File: src/rtl/uart_tx_arbiter.sv
// rtl/uart_tx_arbiter.sv - message-granular arbiter sharing the UART transmit path between PicoBlaze and the status streamer
`timescale 1ns/1ps

module uart_tx_arbiter #(
   parameter logic [7:0]  EOM_CHAR = 8'h0A,
   parameter int unsigned TIMEOUT  = 1000000
) (
   input  logic       clk,
   input  logic       reset,
   input  logic [7:0] pb_tx_data,
   input  logic       pb_tx_valid,
   output logic       pb_tx_ready,
   input  logic [7:0] st_tx_data,
   input  logic       st_tx_valid,
   input  logic       st_tx_last,
   output logic       st_tx_ready,
   output logic [7:0] tx_data_out,
   output logic       write_tx_data,
   input  logic       tx_buffer_full,
   output logic [1:0] grant,
   output logic       timeout_flag
);

   localparam int CW = $clog2(TIMEOUT + 1);
   localparam logic [CW-1:0] TIMEOUT_CNT = CW'(TIMEOUT);

   typedef enum logic [1:0] {
      IDLE     = 2'b00,
      GRANT_PB = 2'b01,
      GRANT_ST = 2'b10
   } state_t;

   state_t        state;
   logic          last_owner_st;
   logic [CW-1:0] idle_cnt;
   logic          pb_xfer;
   logic          st_xfer;
   logic          granted_valid;
   logic          end_of_msg;

   assign grant = state;

   // The in-flight write blocks the next accept so the UART's late full flag is never overrun.
   assign pb_tx_ready = (state == GRANT_PB) & ~tx_buffer_full & ~write_tx_data;
   assign st_tx_ready = (state == GRANT_ST) & ~tx_buffer_full & ~write_tx_data;

   assign pb_xfer = pb_tx_valid & pb_tx_ready;
   assign st_xfer = st_tx_valid & st_tx_ready;

   assign granted_valid = ((state == GRANT_PB) & pb_tx_valid) |
                          ((state == GRANT_ST) & st_tx_valid);

   assign end_of_msg = (pb_xfer & (pb_tx_data == EOM_CHAR)) | (st_xfer & st_tx_last);

   always_ff @(posedge clk or negedge reset) begin
      if (!reset) begin
         state         <= IDLE;
         last_owner_st <= 1'b1;
         idle_cnt      <= '0;
         tx_data_out   <= 8'h00;
         write_tx_data <= 1'b0;
         timeout_flag  <= 1'b0;
      end else begin
         write_tx_data <= pb_xfer | st_xfer;
         timeout_flag  <= 1'b0;

         if (pb_xfer) begin
            tx_data_out <= pb_tx_data;
         end else if (st_xfer) begin
            tx_data_out <= st_tx_data;
         end

         case (state)
            IDLE: begin
               idle_cnt <= '0;
               if (pb_tx_valid && (!st_tx_valid || last_owner_st)) begin
                  state <= GRANT_PB;
               end else if (st_tx_valid) begin
                  state <= GRANT_ST;
               end
            end

            GRANT_PB, GRANT_ST: begin
               if (pb_xfer || st_xfer) begin
                  idle_cnt <= '0;
                  if (end_of_msg) begin
                     state         <= IDLE;
                     last_owner_st <= st_xfer;
                  end
               // A blocked but valid requester holds the count, so backpressure cannot expire a grant.
               end else if (!granted_valid) begin
                  if (idle_cnt == TIMEOUT_CNT) begin
                     state         <= IDLE;
                     timeout_flag  <= 1'b1;
                     last_owner_st <= (state == GRANT_ST);
                     idle_cnt      <= '0;
                  end else begin
                     idle_cnt <= idle_cnt + CW'(1);
                  end
               end
            end

            default: begin
               state    <= IDLE;
               idle_cnt <= '0;
            end
         endcase
      end
   end

endmodule

File: config.mk
export PLATFORM = sky130hd
export DESIGN_NAME = uart_tx_arbiter
export DESIGN_NICKNAME = d
export VERILOG_FILES = /design/src/rtl/uart_tx_arbiter.sv
export SDC_FILE = /design/constraint.sdc
export NUM_CORES = 1
export LEC_CHECK = 0
export ABC_CLOCK_PERIOD_IN_PS = 2000
export CAP_MARGIN = 20
export CORE_ASPECT_RATIO = 0.6
export CORE_MARGIN = 5
export CORE_UTILIZATION = 59
export CTS_BUF_LIST = sky130_fd_sc_hd__clkbuf_4
export DETAILED_ROUTE_END_ITERATION = 8
export DONT_BUFFER_PORTS = 1
export PLACE_DENSITY = 0.78
export SYNTH_ARGS = -nofsm -noshare
export SYNTH_HDL_FRONTEND = slang
export SYNTH_SLANG_ARGS = --single-unit
File: constraint.sdc
create_clock -name clk -period 2 [get_ports clk]
set_input_delay 0.6 -clock clk [delete_from_list [all_inputs] [get_ports clk]]
set_output_delay 0.6 -clock clk [all_outputs]
set_load 0.01 [all_outputs]
==> out/qor.yml <==
synth_top_area_cell: "dfrtp_1"
fin_skew_ns: 0.0187
swShare_pct: 37.9
max_stage_delay_ns: 0.57
wl_per_cell_microns: 18.1
dp_cells: 264
slew_headroom_pct: 76.6
violations: "setup timing"
finalPower_uw: 2520
clkTransAtPathRegs_ns: 0.11
numCtsBuffers: 5
synth_edf_count: 0
period_needed_ns: 2.03
synthFlopType: "dfrtp_1"
drive_gt1_share_pct: 26.0
critPathSlowestCell: "or4_4"
stdcell_count: 277
die_width_microns: 82.7
crit_type: "flop to flop"
cts.sinks: 33
drc: 0
grt_pass1_vias: 1648
cpMostUsedCell: "nor4_4"
fmax_mhz: 492
dr.pass1.iters: 4
grt_antenna_before_repair: 0
seq_power_share_pct: 36.6
period_share_pct: 102
grt_overflow: 0
floorplan.initialDensity_pct: 63.2
grt_max_degree: 33
clk_path_buf_depth: 2
cp.arrival_ns: 2.26
startpoint_type: "flop"
status: "finished with violations"
intPower_uw: 1570
rows: 15
grt_pass1_wl_mm: 7.95
clock_latency_ns: 0.35
vias_per_cell: 6.18
p_switching_uw: 957
yosysTopAreaCellShare_pct: 42.8
clock_power_share_pct: 20.3
combPwrFrac_pct: 43.1
cts-root-buf: "clkbuf_4"
synthTopCellsByArea: "dfrtp_1 (43%), nand2_1 (5.2%), xor2_1 (4.7%)"
crit_path_end_kind: "flop"
worstPathCellList: "or4_4 > nor4_4 > nand4_2 > buf_6 > a21oi_2 > nor4_4"
synth_commonest_cells: "dfrtp_1 (32), nand2_1 (26), nor2_1 (22)"
synthDistinctLibCells: 41
via_count: 1712
ys_seq_area_share_pct: 44.2
finalNetCount: 261
p_leak_uw: 0.00104
vdd_drop_max_uv: 731
syn_area_per_cell_sq_um: 9.27
cts_max_level: 2
worstMarginPinSlew_ns: 0.348
netlist_area_sq_mm: 0.00187
pin_count: 36
worstPathRequired_ns: 2.22
grtUsageTotal_pct: 24.6
syn2layout_area_growth_pct: 25.3
crit_path_max_fanout: 3
ant_nets: 0
cts_tree: "built"
core_area_sq_mm: 0.00297
synth_cells: 202
die_h_microns: 53.6
synth_seq_cells: 33
place_hpwl_mm: 3.44
setup_slack_ns: -0.0341
hold_viol_final: 0
grt_setup_unrepaired: "yes"
drv_slew: 0
power.density_mw_per_mm2: 1080
reg2reg_slack_ns: -0.03
initialDrtViolationCount: 194
hold_class: "input port to asynchronous set/reset pin"
portBuffers: 0
synthArstFlopShare_pct: 100
wl_mm: 5.01
gp_congestion: 0.869
dieArea_sq_mm: 0.00444
yosysWarnings: 0
synth.most_common_cell: "dfrtp_1"
syn_nets: 229
setup_viol: 2
n_antenna_cell: 0
max_cap_violations: 0
## metrics by stage
step           hold slack, ns  setup TNS, ns  cell area (sq um)  setup WS, ns  util [%]
2_1_floorplan           0.304              0               1870        0.0184         -
3_3_place_gp            0.305              0               2100        0.0178      70.9
3_5_place_dp            0.305         -0.288               2100        -0.204      70.9
4_1_cts                0.0567         -0.110               2240       -0.0395      75.5
5_1_grt                0.0384         -0.446               2350        -0.126      79.1
6_report               0.0561        -0.0394               2350       -0.0341      79.1
## cell usage in the layout, fill, tap and decap left out, drive strengths merged, types with 2 or more instances in the layout
master / synthesis / routed
dfrtp: 32 / 32
buf: 1 / 29
nand2: 26 / 26
nor2: 22 / 22
nand3: 17 / 17
xor2: 10 / 10
nand4: 10 / 10
o21ai: 10 / 10
mux2i: 8 / 8
inv: 8 / 8
clkbuf: 3 / 6
and3: 6 / 6
a31oi: 5 / 5
a21oi: 5 / 5
ha: 5 / 5
nor4: 3 / 3
xnor2: 3 / 3
nor3: 3 / 3
or4: 2 / 2
mux2: 2 / 2
nor4b: 2 / 2
nand4b: 2 / 2
and2: 2 / 2
## area by class of cell
cell class / instances / area, sq um
multi-input combinational: 157 / 1110
sequential: 33 / 827
fill: 205 / 619
timing repair buffer: 29 / 246
tap: 42 / 52.6
clock buffer: 6 / 45.0
clock inverter: 2 / 35.0
inverter: 8 / 30.0
## critical path: cells and delay by family (launching register included)
family | cells | cell delay (ns)
AOI/OAI and AO/OA | 1 | 0.18
buffers and inverters | 1 | 0.17
DFF | 1 | 0.40
and+or+nand+nor | 4 | 1.15
## cell families (layout without fill, tap and decap cells)
| family | count (synthesis) | in the layout | synth area share (%) |
|---|---|---|---|
| buf+inv | 12 | 45 | 2.47 |
| mux | 10 | 10 | 5.48 |
| compound gates | 28 | 28 | 9.69 |
| simple gates | 101 | 101 | 28.8 |
| fa+ha+maj | 5 | 5 | 3.34 |
| xor+xnor | 13 | 13 | 6.08 |
| flops | 33 | 33 | 44.2 |
## flip-flops by register name (all words and copies together) (netlist names)
signal,flops
tx_data_out,8
write_tx_data,1
timeout_flag,1
last_owner_st,1
idle_cnt,20
grant,2
## final timing paths
kind                                 from             end  depth (start not counted)
hold / removal                      reset     idle_cnt[3]                          1
setup / recovery             idle_cnt[15]        grant[0]                          6
max in group asynchronous           reset        grant[1]                          1
min in group clk              pb_tx_valid        grant[1]                          1
hold reg to reg            tx_data_out[3]  tx_data_out[3]                          2
setup reg to reg             idle_cnt[15]        grant[0]                          6
## per-layer routing
layer | wire [microns] | track usage [%]
met3 | 386 | 8.70
met4 | 99 | 7.88
met1 | 2230 | 34.5
met2 | 2300 | 35.5
met5 | 0 | 0
## power groups by stage
stage | clock [uW] | combinational [uW] | sequential [uW]
floorplan | 0 | 526 | 914
global placement | 0 | 831 | 926
detailed placement | 0 | 877 | 931
CTS | 516 | 932 | 922
global route | 554 | 1180 | 934
finish | 512 | 1090 | 924
## what timing repair did
item / in CTS / in global routing
pin swaps: 1 / 10
endpoints found under the hold margin: 32 / 0
hold buffers: 1 / 0
buffers inserted: 0 / 4
resized for setup: 6 / 15
setup endpoints to repair: 5 / 15
(Power assumes the default switching activity.)
